$ cat src/rtl/aes_out_serializer_if.sv
// Bundle between AES_top, the block-to-word serializer and its narrow consumer.
// Carries word_parity only when AES_OUT_PARITY_EN is defined.
interface aes_out_serializer_if #(
  parameter int DEPTH = 2
);
  localparam int LW = $clog2(DEPTH) + 1;

  logic          AES_data_out_valid;
  logic [127:0]  AES_data_out;
  logic          word_ready;
  logic          word_valid;
  logic [31:0]   word_data;
  logic          word_last;
  logic [LW-1:0] buf_level;
  logic          overflow;
`ifdef AES_OUT_PARITY_EN
  logic          word_parity;
`endif

  modport master (
    input  AES_data_out_valid,
    input  AES_data_out,
    input  word_ready,
    output word_valid,
    output word_data,
    output word_last,
    output buf_level,
    output overflow
`ifdef AES_OUT_PARITY_EN
    , output word_parity
`endif
  );

  modport slave (
    output AES_data_out_valid,
    output AES_data_out,
    output word_ready,
    input  word_valid,
    input  word_data,
    input  word_last,
    input  buf_level,
    input  overflow
`ifdef AES_OUT_PARITY_EN
    , input word_parity
`endif
  );
endinterface

$ cat src/rtl/aes_out_serializer.sv
// Captures AES_top result blocks into a small FIFO and drains them as 32-bit words.
// Optional macro AES_OUT_PARITY_EN adds an even-parity bit per emitted word.
module aes_out_serializer #(
  parameter int DEPTH     = 2,
  parameter bit MSW_FIRST = 1'b1
) (
  input  logic                 AES_clk,
  input  logic                 AES_rst_n,
  aes_out_serializer_if.master bus
);
  localparam int AW = $clog2(DEPTH);
  localparam int LW = AW + 1;

  logic [127:0]  mem_q [DEPTH];
  logic          prev_v_q, prev_v_d;
  logic [1:0]    idx_q, idx_d;
  logic [AW-1:0] head_q, head_d;
  logic [AW-1:0] tail_q, tail_d;
  logic [LW-1:0] level_q, level_d;
  logic          ovf_q, ovf_d;

  logic          wvalid_s, xfer_s, pop_s, cap_s, full_s, accept_s, drop_s;
  logic [1:0]    sel_s;
  logic [127:0]  head_blk_s;
  logic [31:0]   word_s;

`ifdef AES_OUT_PARITY_EN
  function automatic logic even_parity(input logic [31:0] w);
    return ^w;
  endfunction
`endif

  // Handshake and FIFO event decode.
  always_comb begin
    wvalid_s = (level_q != {LW{1'b0}});
    xfer_s   = wvalid_s & bus.word_ready;
    pop_s    = xfer_s & (idx_q == 2'd3);
    cap_s    = bus.AES_data_out_valid & ~prev_v_q;
    full_s   = (level_q == LW'(DEPTH));
    // A final-word pop frees the head slot, so a full FIFO can still accept.
    accept_s = cap_s & (~full_s | pop_s);
    drop_s   = cap_s & full_s & ~pop_s;
  end

  // Next-state for edge detect, word index, pointers, level and overflow.
  always_comb begin
    prev_v_d = bus.AES_data_out_valid;
    idx_d    = idx_q;
    head_d   = head_q;
    tail_d   = tail_q;
    level_d  = level_q;
    ovf_d    = ovf_q;
    if (xfer_s) begin
      idx_d = idx_q + 2'd1;
    end else begin
      idx_d = idx_q;
    end
    if (pop_s) begin
      head_d = head_q + AW'(1'b1);
    end else begin
      head_d = head_q;
    end
    if (accept_s) begin
      tail_d = tail_q + AW'(1'b1);
    end else begin
      tail_d = tail_q;
    end
    if (drop_s) begin
      ovf_d = 1'b1;
    end else begin
      ovf_d = ovf_q;
    end
    case ({accept_s, pop_s})
      2'b10:   level_d = level_q + LW'(1'b1);
      2'b01:   level_d = level_q - LW'(1'b1);
      default: level_d = level_q;
    endcase
  end

  // Control state register with synchronous active-low reset.
  always_ff @(posedge AES_clk) begin
    if (!AES_rst_n) begin
      prev_v_q <= 1'b0;
      idx_q    <= 2'd0;
      head_q   <= {AW{1'b0}};
      tail_q   <= {AW{1'b0}};
      level_q  <= {LW{1'b0}};
      ovf_q    <= 1'b0;
    end else begin
      prev_v_q <= prev_v_d;
      idx_q    <= idx_d;
      head_q   <= head_d;
      tail_q   <= tail_d;
      level_q  <= level_d;
      ovf_q    <= ovf_d;
    end
  end

  // Block storage; contents survive reset, only the pointers are cleared.
  always_ff @(posedge AES_clk) begin
    if (AES_rst_n && accept_s) begin
      mem_q[tail_q] <= bus.AES_data_out;
    end
  end

  // Word selection from the head block; forced to zero while idle.
  always_comb begin
    head_blk_s = mem_q[head_q];
    sel_s      = MSW_FIRST ? (2'd3 - idx_q) : idx_q;
    case (sel_s)
      2'd0:    word_s = head_blk_s[31:0];
      2'd1:    word_s = head_blk_s[63:32];
      2'd2:    word_s = head_blk_s[95:64];
      2'd3:    word_s = head_blk_s[127:96];
      default: word_s = 32'd0;
    endcase
    if (!wvalid_s) begin
      word_s = 32'd0;
    end else begin
      word_s = word_s;
    end
  end

  assign bus.word_valid = wvalid_s;
  assign bus.word_data  = word_s;
  assign bus.word_last  = wvalid_s & (idx_q == 2'd3);
  assign bus.buf_level  = level_q;
  assign bus.overflow   = ovf_q;
`ifdef AES_OUT_PARITY_EN
  assign bus.word_parity = even_parity(word_s);
`endif
endmodule

$ cat src/flat_wrapper.sv
// flat-port wrapper written by rule: the top's interface ports become plain ports
module aes_out_serializer_flat 
#(
  parameter int DEPTH     = 2,
  parameter bit MSW_FIRST = 1'b1
)
  (AES_clk, AES_rst_n, bus_AES_data_out_valid, bus_AES_data_out, bus_word_ready, bus_word_valid, bus_word_data, bus_word_last, bus_buf_level, bus_overflow);
  aes_out_serializer_if #(.DEPTH(DEPTH)) bus_i ();
  input  logic AES_clk;
  input  logic AES_rst_n;
  input wire logic [$bits(bus_i.AES_data_out_valid)-1:0] bus_AES_data_out_valid;
  input wire logic [$bits(bus_i.AES_data_out)-1:0] bus_AES_data_out;
  input wire logic [$bits(bus_i.word_ready)-1:0] bus_word_ready;
  output wire logic [$bits(bus_i.word_valid)-1:0] bus_word_valid;
  output wire logic [$bits(bus_i.word_data)-1:0] bus_word_data;
  output wire logic [$bits(bus_i.word_last)-1:0] bus_word_last;
  output wire logic [$bits(bus_i.buf_level)-1:0] bus_buf_level;
  output wire logic [$bits(bus_i.overflow)-1:0] bus_overflow;
  assign bus_i.AES_data_out_valid = bus_AES_data_out_valid;
  assign bus_i.AES_data_out = bus_AES_data_out;
  assign bus_i.word_ready = bus_word_ready;
  assign bus_word_valid = bus_i.word_valid;
  assign bus_word_data = bus_i.word_data;
  assign bus_word_last = bus_i.word_last;
  assign bus_buf_level = bus_i.buf_level;
  assign bus_overflow = bus_i.overflow;
  aes_out_serializer #(.DEPTH(DEPTH), .MSW_FIRST(MSW_FIRST)) u_core (.AES_clk(AES_clk), .AES_rst_n(AES_rst_n), .bus(bus_i));
endmodule
$ cat config.mk
export PLATFORM = sky130hd
export DESIGN_NAME = aes_out_serializer_flat
export DESIGN_NICKNAME = d
export VERILOG_FILES = /design/src/rtl/aes_out_serializer_if.sv /design/src/rtl/aes_out_serializer.sv /design/src/flat_wrapper.sv
export SDC_FILE = /design/constraint.sdc
export NUM_CORES = 1
export LEC_CHECK = 0
export BUFFER_PORTS_ARGS = -buffer_cell sky130_fd_sc_hd__buf_4
export CAP_MARGIN = 20
export CORE_AREA = 4 4 155 157
export DETAILED_ROUTE_END_ITERATION = 10
export DIE_AREA = 0 0 159 161
export GPL_TIMING_DRIVEN = 0
export PLACE_DENSITY_LB_ADDON = 0.2
export SYNTH_ARGS = -nofsm -noshare
export SYNTH_HDL_FRONTEND = slang
export SYNTH_SLANG_ARGS = --single-unit
export TNS_END_PERCENT = 50
$ cat constraint.sdc
create_clock -name AES_clk -period 8.8 [get_ports AES_clk]
set_input_delay 1.76 -clock AES_clk [delete_from_list [all_inputs] [get_ports AES_clk]]
set_output_delay 1.76 -clock AES_clk [all_outputs]
set_load 0.01 [all_outputs]
After elaboration in Yosys (flattened, before gate mapping)
Memory sizes are Yosys's and may differ from the RTL's. A register that Yosys moved wholly into a read port is not among the register bits.
Index checks and enable logic that the tools add are counted.
{"block": "classes", "n_mux": 7, "bitwise": 11, "add_sub_neg": 6, "eq_ne": 7, "n_reduce_logical": 4}
{"operator": "$pmux W32 S4", "count": 1}
{"operator": "$mux W32", "count": 1}
{"operator": "$eq A2 B2 Y1 const B", "count": 5}
{"operator": "$and A1 B1 Y1", "count": 7}
{"operator": "$add A2 B1 Y2 const B", "count": 2}
{"operator": "$eq A2 B1 Y1 const B", "count": 2}
{"operator": "$mux W1", "count": 4}
{"operator": "$pmux W2 S2", "count": 1}
{"operator": "$reduce_bool A2 Y1", "count": 2}
{"operator": "$not A1 Y1", "count": 3}
{"operator": "$add A1 B1 Y1 const B", "count": 2}
{"operator": "$logic_not A2 Y1", "count": 1}
{"operator": "$sub A2 B1 Y2 const B", "count": 1}
{"operator": "$sub A2 B2 Y2 const A", "count": 1}
{"operator": "$logic_and A1 B1 Y1", "count": 1}
{"operator": "$or A1 B1 Y1", "count": 1}
{"block": "totals", "ff_bits": 8, "in_bits": 132, "mem_bits_rw": 256, "n_memories": 1}
{"memory": "u_core.mem_q", "words": 2, "width": 128, "rd": 1, "rd_ports_with_merged_regs": 1, "wr": 1, "line": "aes_out_serializer.sv:14", "text": "logic [127:0] mem_q [DEPTH];"}

Depth between registers and ports, before layout
Gate-level depths: netlist (run 1).
{"block": "depth", "word_depth": 8, "mapped_depth": 7}

Worst setup path before layout (run 1)
OpenSTA, ideal clock, no wires.
{"block": "synth_timing", "kind": "input -> register", "from": "input port bus_word_ready", "to": "memory u_core.mem_q[1][0] (enable)", "n_path_buf": 0, "path_stages": 3, "arrival_ns": 5.074, "slack_ns": 3.223, "cell_sequence": "nand2_1 a21oi_1 and3_1"}
{"block": "synth_via", "elab_chain_cells": 7}
{"element": "start: declaration", "line": "flat_wrapper.sv:13", "text": "input wire logic [$bits(bus_i.word_ready)-1:0] bus_word_ready;"}
{"element": "$and A1 B1 Y1", "line": "aes_out_serializer.sv:36", "text": "xfer_s = wvalid_s & bus.word_ready;"}
{"element": "$and A1 B1 Y1", "line": "aes_out_serializer.sv:37", "text": "pop_s = xfer_s & (idx_q == 2'd3);"}
{"element": "$or A1 B1 Y1", "line": "aes_out_serializer.sv:41", "text": "accept_s = cap_s & (~full_s | pop_s);"}
{"element": "$and A1 B1 Y1", "line": "aes_out_serializer.sv:41"}
{"element": "$logic_and A1 B1 Y1", "line": "aes_out_serializer.sv:101", "text": "if (AES_rst_n && accept_s) begin"}
{"element": "$mux W1", "line": "aes_out_serializer.sv:101"}
{"element": "$mux W1 (not written as such)", "line": "aes_out_serializer.sv:102", "text": "mem_q[tail_q] <= bus.AES_data_out;"}
{"element": "end: declaration", "line": "aes_out_serializer.sv:14"}
No other way between the ends.

Worst setup path after layout (run 1)
{"block": "layout_timing", "from": "register u_core.idx_q[0]", "to": "output port bus_word_data[3]"}
{"block": "layout_via", "elab_chain_cells": 4}
{"element": "start: declaration", "line": "aes_out_serializer.sv:16", "text": "logic [1:0] idx_q, idx_d;"}
{"element": "start signal: assignment", "line": "aes_out_serializer.sv:91", "text": "idx_q <= idx_d;"}
{"element": "$sub A2 B2 Y2 *", "line": "aes_out_serializer.sv:109", "text": "sel_s = MSW_FIRST ? (2'd3 - idx_q) : idx_q;"}
{"element": "via u_core.sel_s[0]", "line": "aes_out_serializer.sv:23", "text": "logic [1:0] sel_s;"}
{"element": "$eq A2 B2 Y1 (tied with other cells)", "line": "aes_out_serializer.sv:110", "text": "case (sel_s)"}
{"element": "$pmux W32 S4 *", "line": "aes_out_serializer.sv:110"}
{"element": "$mux W32 *", "line": "aes_out_serializer.sv:117", "text": "if (!wvalid_s) begin"}
{"element": "end: declaration", "line": "flat_wrapper.sv:15", "text": "output wire logic [$bits(bus_i.word_data)-1:0] bus_word_data;"}
Mark *: on every way through the listed nets, which the timed path passes. The rest lies on a longest branch.

==> results.md, run 1 <==
* Max H-tree Level at 1
* Horizontal extent of the die at between 150 and 200 um
* Biggest area consumer among synthesized cells: edfxtp_1
* Proportion of register bits with asynchronous set or reset after synthesis at 0%
* Number of pins exceeding their max-slew limit in the final report at 0
* Placement Rows at 55
* Initial antenna violation count at 0
* Total number of nets in the final design at approximately 950
* Initial core utilization at 44.88%
* Final design utilization at 55.97%
* Unrepaired setup endpoints after global routing: false
* Ports at 169
* Sum of negative setup slack at 0 ns
* Via count normalized by instance count at 5.547
* TritonCTS clock tree: built
* Number of buffers added to fix hold violations after cts at 0
* Setup Skew at 0.009855 ns
* Post-synthesis cell type count at 33
* # Post-CTS Setup Buffers at 0
* P_leak at 4.499 nW
* Cell with the most instances after synthesis: edfxtp_1
* Number of flops mapped to enable cells by yosys at 256
* Worst Path Arrival at approximately 2.4 ns
* Number of instances on the worst hold path at 2
* Result of the run: finished clean
* Total Die Area at 25600 sq um
* Yosys synthesis warning count at 0
* Share of cells above drive strength 1 at 28.99%
* Final clock period utilization by the worst path at 47.66%
* Overflow after GRT at 0
* Area Overhead vs Synth at 24.70%
* Critical path required time at slightly above 7 ns
* Area of the core region at 22500 sq um
* Slack of the critical path at 4.606 ns
* Total count of hold-check failures in the final report at 0
* Pin count of the biggest net entering global routing at 88
* Worst min-delay path category: reg -> reg
* Max FO, Critical Path at 10
* Leading cell types by count after synthesis: edfxtp_1 (256), nand2_1 (68), a22oi_1 (64)
* Clock insertion delay at the later pin of the skew report at 0.51 ns
* Global-route total usage across every layer at 18.79%
* Mean post-synth cell area at 16.58 sq um
* Fmax at ~240 MHz
* Clock-pin slew reported for the worst setup and hold paths after clock tree synthesis at 0.06 ns
* Area of the mapped netlist at ~10000 sq um
* Worst Reg-to-Reg Cells at 6
* Worst setup slack before clock tree synthesis at 5.008 ns
* Vias after detailed routing at 6174
* Root Buffer: clkbuf_16
* Detailed router's first-iteration violation count at 381
* Crit path capture type: output pin
* Number of maximum-capacitance constraint violations at 0
* VDD IR-drop max at 0.1559 mV
* Min Clock Period, post-route at 4.194 ns
* Detail-routed net length per standard cell at roughly 23 um
* Share of the yosys chip area belonging to registers at 77.90%
* Number of optimization iterations in the first detailed-route pass at 5
* Most area-consuming cells after synthesis: edfxtp_1 (76%), a22oi_1 (4.8%), mux2i_1 (3.2%)
* Setup Crit Path Kind: reg -> out
* Routability congestion estimate from global placement at 0.7750
* Normalized max-slew margin at 52.27%
* Antenna Diode Count at 0
* Gates resized, CTS repair at 0
* TritonCTS Sinks at 265
* Placed wire-length estimate after detailed placement at ~16000 um
* Final ANT Viol Nets at 0
* # DRC at 0
* Count of buffers inserted at the top-level ports at about 170
* CTS buffer count at 27
* Cells after Synth at 609
* Net count after synthesis at 746
* Cell area power density at 213.3 nW/um^2
* Slew at the pin closest to its max-slew limit at about 0.7 ns
* Die H at ~160 um
* Wire length of the first global-routing pass at about 37000 um
* Register bit count reported by yosys at 265
* Total design power at 2.687 mW
* Number of global-route vias before repair at 6615
* Final setup violating endpoints at 0
* Clk buf depth at 3
* Flip-flop cell with the highest count after synthesis: edfxtp_1
* Critical path launch point type: register
* Wire length after detailed routing at ~25000 um
* Proportion of netlist area held by the largest area contributor at 76.11%
layout by cell type (no fill, tap or decap), types with 2 or more instances in the layout:
master | synthesis | routed
edfxtp_1 | 256 | 256
buf_4 | 3 | 171
nand2_1 | 68 | 68
a22oi_1 | 64 | 64
a32oi_1 | 33 | 33
nand3_1 | 33 | 33
mux2i_1 | 32 | 32
and3_1 | 33 | 32
clkbuf_16 | 0 | 27
buf_2 | 25 | 25
clkbuf_1 | 5 | 17
dfxtp_1 | 9 | 9
buf_6 | 6 | 6
inv_1 | 6 | 5
nor2_1 | 5 | 5
a21oi_1 | 5 | 5
ha_1 | 5 | 5
clkinv_1 | 0 | 5
and2_1 | 3 | 3
clkinv_2 | 0 | 3
buf_16 | 0 | 3
o21ai_0 | 2 | 2
o21ai_1 | 2 | 2
registers in the layout (all words and copies together), names as in the netlist, named ones only:
name                  cells
u_core.bus.buf_level      2
u_core.prev_v_q           1
u_core.idx_q              2
u_core.mem_q            256
u_core.head_q             1
u_core.tail_q             1
u_core.bus.overflow       1
power breakdown:
group          internal, mW  switching, mW  total, mW  leakage, nW
combinational        0.0963          0.123      0.219         1.71
sequential             1.43         0.0119       1.44         2.41
clock                 0.593          0.433       1.03        0.381
metrics by stage:
| step | cell area (sq um) | std cells | hold slack, ns |
|---|---|---|---|
| floorplan | 10100 | 609 | 0.4364 |
| CTS | 12590 | 1113 | 0.4787 |
| global route | 12590 | 1113 | 0.5091 |
| finish | 12590 | 1113 | 0.4770 |
| detailed placement | 11810 | 1065 | 0.4684 |
| global placement | 11720 | 1062 | 0.4485 |
per-layer routing:
layer | track usage, % | part of all wire, % | vias up
li1 | - | - | 2828
met1 | 25.00 | 42 | 3074
met2 | 31.66 | 49 | 230
met3 | 3.853 | 6.4 | 42
met4 | 5.444 | 2.4 | 0
met5 | 0 | 0 | -
critical path, cell delays in order, from the launching register on:
cell and delay (ns):
dfxtp_1 0.34, inv_1 0.13, ha_1 0.15, buf_2 0.25, buf_2 0.34, a22oi_1 0.14
a32oi_1 0.23, and3_1 0.20, buf_4 0.12
path summary, 6_finish.rpt:
kind | from | endpoint | slack, ns
setup / recovery | u_core.idx_q[0] | bus_word_data[3] | 4.61
hold / removal | u_core.bus.overflow | u_core.bus.overflow | 0.48
setup reg to reg | u_core.idx_q[1] | u_core.mem_q[1][13] | 6.27
hold reg to reg | u_core.bus.overflow | u_core.bus.overflow | 0.48
final cells by class:
| cell class | instances | area [sq um] |
|---|---|---|
| clock buffer | 39 | 720.7 |
| clock inverter | 9 | 63.81 |
| multi-input combinational | 299 | 1981 |
| timing repair buffer | 171 | 1344 |
| sequential | 265 | 7868 |
| fill | 1812 | 9908 |
| buffer | 39 | 234.0 |
| inverter | 6 | 27.53 |
| tap | 285 | 356.6 |
cells by family (layout without fill, tap and decap cells):
family	after synthesis	count (layout)	synth area share, %
simple gates	151	151	7.260
compound gates	110	110	8.424
xor+xnor	1	1	0.08674
buf+inv	45	264	2.540
flops	265	265	77.90
fa+ha+maj	5	5	0.6194
mux	32	32	3.171
No activity file was read; power rests on OpenSTA's default activity.
==> run 2: changes to the inputs <==
Settings changed: ABC_AREA set to 1, CORE_AREA 4 4 155 157 to 4 4 156 158, DIE_AREA 0 0 159 161 to 0 0 160 162.
Clock period 8.8 ns to 3.8 ns, I/O delays scaled along.
==> run 2 against run 1 <==
- total power rose to 2.5 times the previous value
- global-route usage up 1.1 points
- combinational power rose to 3.4 times the previous value
- setup slack worse by 4.1 ns
- critical path depth down 2
- synthesized cell count up 28%
- via count up 13%
- utilization up 0.47 points
- sequential power up 130%
- sequential share of layout area down 2.2 points
- sequential cell count unchanged
- critical path type unchanged
- largest power group unchanged
==> results.md, run 2 <==
* Yosys synthesis warning count at 0 (unchanged)
* Wire length after detailed routing at 26320 um (was 25170 um)
* Clk buf depth at 3 (unchanged)
* Top register by number of flip-flops: u_core.mem_q (unchanged)
* TritonCTS Sinks at 265 (unchanged)
* Area of the mapped netlist at 10250 sq um (was 10100 sq um)
* Top library cells by usage in the layout, fill and taps aside: edfxtp_1 (256), buf_4 (173), nand2_1 (134), a21oi_1 (100), nand3_1 (100) (was edfxtp_1 (256), buf_4 (171), nand2_1 (68), a22oi_1 (64))
* Slack of the worst reg-to-reg path at 0.91 ns (was 6.27 ns)
* Min Clock Period, post-route at 3.336 ns
* Register bit count reported by yosys at 265 (unchanged)
* Global-route total usage across every layer at 19.89% (was 18.79%)
* Normalized max-slew margin at 37.52% (was 52.27%)
* Setup Crit Path Kind: reg -> out (unchanged)
* Proportion of netlist area held by the largest area contributor at 75.01% (was 76.11%)
* Share of cells above drive strength 1 at 26.31% (was 28.99%)
* Number of instances on the worst hold path at 1 (was 2)
* Leading cell types by count after synthesis: edfxtp_1 (256), nand2_1 (134), a21oi_1 (100), nand3_1 (100), nor2_1 (73) (was edfxtp_1 (256), nand2_1 (68), a22oi_1 (64))
* Total number of nets in the final design at 1126 (was 946)
* Antenna Diode Count at 0 (unchanged)
* Placement Rows at 56 (was 55)
* # DRC at 0 (unchanged)
* Critical path required time at 3.04 ns (was 7.04 ns)
* Final design utilization at 56.43% (was 55.97%)
* Flip-flop cell with the highest count after synthesis: edfxtp_1 (unchanged)
* Critical path launch point type: register (unchanged)
* Gates resized, CTS repair at 0 (unchanged)
* Synthesized-area fraction occupied by ao, oa, aoi and oai cells at 6.641% (was 8.424%)
* Dpl cell area at 12140 sq um (was 11810 sq um)
* Max FO, Critical Path at 10 (unchanged)
* Area Overhead vs Synth at 27.32% (was 24.70%)
* Unrepaired setup endpoints after global routing: false (unchanged)
* Number of buffers added to fix hold violations after cts at 0 (unchanged)
* Cells after Synth at 780 (was 609)
* Endpoint with the worst hold slack: u_core.mem_q[1][56] (was u_core.bus.overflow)
* Root Buffer: clkbuf_16 (unchanged)
* Initial antenna violation count at 0 (unchanged)
* Post-Place Cells at 1249 (was 1065)
* Worst Path Arrival at 2.58 ns (was 2.43 ns)
* Worst Reg-to-Reg Cells at 9 (was 6)
* Crit path capture type: output pin (unchanged)
* Die H at 162 um (was 161 um)
* Number of optimization iterations in the first detailed-route pass at 5 (unchanged)
* Number of global-route vias before repair at 7090 (was 6615)
* CTS buffer count at 28 (was 27)
* Clock-pin slew reported for the worst setup and hold paths after clock tree synthesis at 0.06 ns (about the same)
* Sequential Area at 7868 sq um (unchanged)
* Ports at 169 (unchanged)
* Overflow after GRT at 0 (unchanged)
* Post-route insts no fill at 1301 (was 1113)
* Total Die Area at 25920 sq um (was 25600 sq um)
* Count of buffers inserted at the top-level ports at 168 (unchanged)
* Startpoint of the lowest-slack register-to-register path: u_core.idx_q[0] (was u_core.idx_q[1])
* Detailed router's first-iteration violation count at 602 (was 381)
* Final ANT Viol Nets at 0 (unchanged)
* Leading cell type in the layout, fill and taps excluded: edfxtp_1 (unchanged)
* Hold path startpoint: bus_AES_data_out[56] (was u_core.bus.overflow)
* Mean post-synth cell area at 13.14 sq um (was 16.58 sq um)
* Cell area power density at 518.1 nW/um^2 (was 213.3 nW/um^2)
* Area of the core region at 23120 sq um (was 22500 sq um)
* Detail-routed net length per standard cell at 20.23 um (was 22.61 um)
* Number of flops mapped to enable cells by yosys at 256 (unchanged)
* Largest register FFs at 256 (unchanged)
* Wire length of the first global-routing pass at 39940 um (was 37320 um)
* Fmax at 299.7 MHz
* Placed wire-length estimate after detailed placement at 17670 um (was 16030 um)
* Number of fillers in the final layout at 1938 (was 1812)
* Horizontal extent of the die at 160 um (was 159 um)
* Cell with the most instances after synthesis: edfxtp_1 (unchanged)
* Worst min-delay path category: in -> reg (was reg -> reg)
* Slew at the pin closest to its max-slew limit at 0.9350 ns (was 0.7160 ns)
* Post-synthesis cell type count at 25 (was 33)
* Fraction of the mapped netlist area in adder cells at 0.6104% (was 0.6194%)
* Final clock period utilization by the worst path at 87.80%
* Total count of hold-check failures in the final report at 0 (unchanged)
* Setup Skew at 0.01337 ns (was 0.009855 ns)
* Most area-consuming cells after synthesis: edfxtp_1 (75%), nand2_1 (4.9%), a21oi_1 (4.9%) (was edfxtp_1 (76%), a22oi_1 (4.8%), mux2i_1 (3.2%))
* Final design instance area without fill at 13050 sq um (was 12590 sq um)
* Proportion of register bits with asynchronous set or reset after synthesis at 0% (unchanged)
* Area occupied by multi-input gates at 2117 sq um (was 1981 sq um)
* Share of synthesized area spent on multiplexers at 0% (was 3.171%)
* Number of pins exceeding their max-slew limit in the final report at 0 (unchanged)
* Max H-tree Level at 1 (unchanged)
* Final setup violating endpoints at 0 (unchanged)
* Combinational family with the most area after synthesis: simple AND/OR/NAND/NOR gates (was compound AO/OA/AOI/OAI gates)
* Net count after synthesis at 917 (was 746)
* Number of maximum-capacitance constraint violations at 0 (unchanged)
* Routability congestion estimate from global placement at 0.7991 (was 0.7750)
* Vias after detailed routing at 6991 (was 6174)
* Via count normalized by instance count at 5.374 (was 5.547)
* P_leak at 4.837 nW (was 4.499 nW)
* Reg-to-reg endpoint: u_core.mem_q[1][65] (was u_core.mem_q[1][13])
* Area share of and/or/nand/nor cells after synthesis at 13.19% (was 7.260%)
* Biggest area consumer among synthesized cells: edfxtp_1 (unchanged)
* TritonCTS clock tree: built (unchanged)
* Clock insertion delay at the later pin of the skew report at 0.54 ns (was 0.51 ns)
* Share of the yosys chip area belonging to registers at 76.77% (was 77.90%)
* Pin count of the biggest net entering global routing at 31 (was 88)
* Initial core utilization at 44.32% (was 44.88%)
* Result of the run: finished clean (unchanged)
* Worst slack on hold paths at 0.4011 ns (was 0.4770 ns)
* # Post-CTS Setup Buffers at 0 (unchanged)
* Total design power at 6.760 mW (was 2.687 mW)
* Xor/xnor cell area share of the yosys netlist at 0.08546% (was 0.08672%)
* VDD IR-drop max at 0.3675 mV (was 0.1559 mV)
==> run 2: cell types whose count changed in the layout (fill, tap and decap cells not counted), sizes merged, moves of 9 or more <==
cell and delta:
buf +9, a21oi +95, and3 -33, a22oi -64
nand2 +68, mux2i -32, o21ai +32, nor2 +69
nand3 +68, a32oi -33
==> run 2: worst max-delay path by stage <==
stage / startpoint / to / slack (ns)
4_1_cts: u_core.idx_q[0] / bus_word_data[27] / 0.49
2_1_floorplan: bus_AES_data_out_valid / u_core.mem_q[1][0] / -0.88
3_5_place_dp: bus_AES_data_out_valid / u_core.mem_q[1][104] / 0.55
5_1_grt: u_core.idx_q[0] / bus_word_data[27] / 0.36
3_3_place_gp: bus_AES_data_out_valid / u_core.mem_q[1][67] / -2.80
6_report: u_core.idx_q[0] / bus_word_data[27] / 0.46
==> run 2: final cells by class <==
cell class	instances	share of cell area, %
tap	290	2.781
clock buffer	34	5.705
clock inverter	18	1.247
sequential	265	60.29
inverter	14	0.4027
buffer	44	1.726
timing repair buffer	179	11.62
multi-input combinational	457	16.22
==> run 2: stage by stage <==
step                setup slack (ns)  TNS [ns]
finish                        0.4635         0
global route                  0.3639         0
CTS                           0.4938         0
detailed placement            0.5536         0
global placement              -2.799   -487.83
floorplan                    -0.8754   -112.05
==> run 2: kinds of logic after synthesis <==
family / after synthesis
compound gates: 136
buf+inv: 58
xor+xnor: 1
flops: 265
fa+ha+maj: 5
simple gates: 315
==> run 2: worst max-delay path, cell delays in order, from the launching register on <==
cell,delay (ns)
dfxtp_1,0.36
ha_1,0.22
inv_2,0.20
buf_1,0.57
nand3_1,0.26
a21oi_1,0.26
buf_4,0.16
==> run 2: report_power, final <==
group / total, mW / switching (mW) / internal [mW] / leakage (nW)
registers: 3.35 / 0.0289 / 3.32 / 2.41
logic: 0.736 / 0.448 / 0.288 / 1.98
clock network: 2.67 / 1.08 / 1.59 / 0.451
==> run 2: layer usage <==
layer	up-vias	part of all wire [%]	track usage (%)
li1	3239	-	-
met2	332	48	32.56
met5	-	0	0
met1	3365	41	26.90
met4	0	2.6	5.905
met3	55	8.5	4.593
==> run 3: changes to the inputs <==
==> constraint.sdc (replaced) <==
create_clock -name AES_clk -period 3.8 [get_ports AES_clk]
set_input_delay 0.19 -clock AES_clk [delete_from_list [all_inputs] [get_ports AES_clk]]
set_output_delay 0.19 -clock AES_clk [all_outputs]
set_load 0.01 [all_outputs]
==> run 3 against run 2 <==
- global-route usage increased by 1.2 points
- utilization increased by 5.7 points
- fmax increased by 14%
- largest cell class unchanged
- via count increased by 8.4%
- sequential share of layout area decreased by 5.5 points
- critical endpoint is now u_core.mem_q[1][97]
- critical path type is now reg -> reg
- count of clock-buffer cells in the layout unchanged
==> results.md, run 3 (same netlist as run 2, synthesis figures left out) <==
* Hold path startpoint: bus_word_ready (was bus_AES_data_out[56])
* Vias after detailed routing at 7580 (was 6991)
* Cell area power density at 479.2 nW/um^2 (was 518.1 nW/um^2)
* VDD IR-drop max at 0.3699 mV (was 0.3675 mV)
* Switching share of total power at 23.13% (was 23.07%)
* Startpoint of the lowest-slack register-to-register path: u_core.idx_q[0] (unchanged)
* Max H-tree Level at 1 (unchanged)
* Critical path launch point type: register (unchanged)
* Normalized max-slew margin at 36.57% (was 37.52%)
* Via count normalized by instance count at 5.293 (was 5.374)
* Wire length after detailed routing at 27950 um (was 26320 um)
* Initial core utilization at 44.32% (unchanged)
* Final ANT Viol Nets at 0 (unchanged)
* Horizontal extent of the die at 160 um (unchanged)
* Placement Rows at 56 (unchanged)
* Pin count of the biggest net entering global routing at 31 (unchanged)
* Wire length of the first global-routing pass at 42860 um (was 39940 um)
* Worst min-delay path category: in -> reg (unchanged)
* Fmax at 343.1 MHz (was 299.7 MHz)
* Largest register FFs at 256 (unchanged)
* Detailed router's first-iteration violation count at 707 (was 602)
* Number of maximum-capacitance constraint violations at 0 (unchanged)
* Number of pins exceeding their max-slew limit in the final report at 0 (unchanged)
* Clock network fraction of design power at 38.8% (was 39.5%)
* P_leak at 5.383 nW (was 4.837 nW)
* Setup Crit Path Kind: reg -> reg (was reg -> out)
* Total number of nets in the final design at 1257 (was 1126)
* Initial antenna violation count at 0 (unchanged)
* Sequential power share at 48.7% (was 49.6%)
* Root Buffer: clkbuf_16 (unchanged)
* Total Die Area at 25920 sq um (unchanged)
* Placed wire-length estimate after detailed placement at 17670 um (unchanged)
* Share of cells above drive strength 1 at 23.29% (was 26.31%)
* Unrepaired setup endpoints after global routing: false (unchanged)
* Top library cells by usage in the layout, fill and taps aside: edfxtp_1 (256), buf_4 (173), nand2_1 (134), dlygate4sd3_1 (131) (was edfxtp_1 (256), buf_4 (173), nand2_1 (134), a21oi_1 (100), nand3_1 (100))
* NetSw at 1.592 mW (was 1.560 mW)
* TritonCTS Sinks at 265 (unchanged)
* Global-route total usage across every layer at 21.12% (was 19.89%)
* Crit path capture type: register (was output pin)
* Area of the core region at 23120 sq um (unchanged)
* Final setup violating endpoints at 0 (unchanged)
* Number of optimization iterations in the first detailed-route pass at 5 (unchanged)
* Routability congestion estimate from global placement at 0.7991 (unchanged)
* Clk buf depth at 3 (unchanged)
* Critical path required time at 4.04 ns (was 3.04 ns)
* Ports at 169 (unchanged)
* Overflow after GRT at 0 (unchanged)
* Slew at the pin closest to its max-slew limit at 0.9491 ns (was 0.9350 ns)
* Logic pwr share at 12.4% (was 10.9%)
* Total count of hold-check failures in the final report at 0 (unchanged)
* Total design power at 6.881 mW (was 6.760 mW)
* Count of buffers inserted at the top-level ports at 168 (unchanged)
* TritonCTS clock tree: built (unchanged)
* Min Clock Period, post-route at 2.914 ns (was 3.336 ns)
* # Post-CTS Setup Buffers at 0 (unchanged)
* Max FO, Critical Path at 19 (was 10)
* Setup Skew at 0.009378 ns (was 0.01337 ns)
* P_int at 5.289 mW (was 5.201 mW)
* Number of global-route vias before repair at 7866 (was 7090)
* # DRC at 0 (unchanged)
* Number of instances on the worst hold path at 4 (was 1)
* Final clock period utilization by the worst path at 76.69% (was 87.80%)
* Clock insertion delay at the later pin of the skew report at 0.54 ns (about the same)
* Worst Path Arrival at 3.16 ns (was 2.58 ns)
* Crit path from: u_core.idx_q[0] (unchanged)
* Clock-pin slew reported for the worst setup and hold paths after clock tree synthesis at 0.06 ns (about the same)
* Top register by number of flip-flops: u_core.mem_q (unchanged)
* Die H at 162 um (unchanged)
* Leading cell type in the layout, fill and taps excluded: edfxtp_1 (unchanged)
* Result of the run: finished clean (unchanged)
* Detail-routed net length per standard cell at 19.52 um (was 20.23 um)
* Area Overhead vs Synth at 40.12% (was 27.32%)
* CTS buffer count at 28 (unchanged)
* Worst slack on hold paths at 0.04539 ns (was 0.4011 ns)
* Antenna Diode Count at 0 (unchanged)
* Worst Reg-to-Reg Cells at 9 (unchanged)
## run 3: final cells by class
type	instances	area (sq um)
Fill cell	1798	8762
Multi-Input combinational cell	457	2117
Clock inverter	18	162.7
Timing Repair Buffer	310	2828
Inverter	14	52.55
Tap cell	290	362.8
Clock buffer	34	744.5
Sequential cell	265	7868
Buffer	44	225.2
## run 3: metal layers
metal / GRT usage [%] / wire length (um)
met5: 0 / 0
met4: 7.470 / 948
met3: 3.755 / 1964
met2: 35.65 / 13760
met1: 27.82 / 11280
## run 3: worst paths after layout
path,endpoint,slack [ns]
max reg2reg,u_core.mem_q[1][97],0.89
min reg2reg,u_core.bus.overflow,0.46
max,u_core.mem_q[1][97],0.89
min,u_core.bus.overflow,0.05
## run 3: worst max-delay path, cell delays in order (launching register included)
cell and delay [ns]:
dfxtp_1 0.42, ha_1 0.28, nand3_4 0.12, nand3_1 0.08, nand2_1 0.15, nor3_4 0.77, buf_8 0.25, buf_16 0.17
buf_16 0.17, buf_16 0.17
## run 3: through the flow
step                utilization [%]  cells  TNS (ns)  setup WS, ns  area (sq um)
global placement              51.41   1238   -405.26        -2.476         11890
detailed placement            52.51   1249         0        0.8671         12140
global route                  62.11   1432         0        0.6767         14360
floorplan                         -    780    -83.52       -0.6525         10260
finish                        62.11   1432         0        0.8856         14360
CTS                           62.11   1432         0        0.8448         14360
## run 3: timing repair
item	in CTS	in global routing
endpoints found under the hold margin	262	0
gates resized for setup	0	0
hold buffers	131	0
## run 3: power by group through the flow
| stage | registers [mW] | clock network, mW | logic (mW) |
|---|---|---|---|
| floorplan | 3.41 | 0 | 0.337 |
| global placement | 3.42 | 0 | 0.702 |
| detailed placement | 3.41 | 0 | 0.738 |
| CTS | 3.35 | 2.72 | 0.853 |
| global route | 3.36 | 2.84 | 0.928 |
| finish | 3.35 | 2.67 | 0.856 |
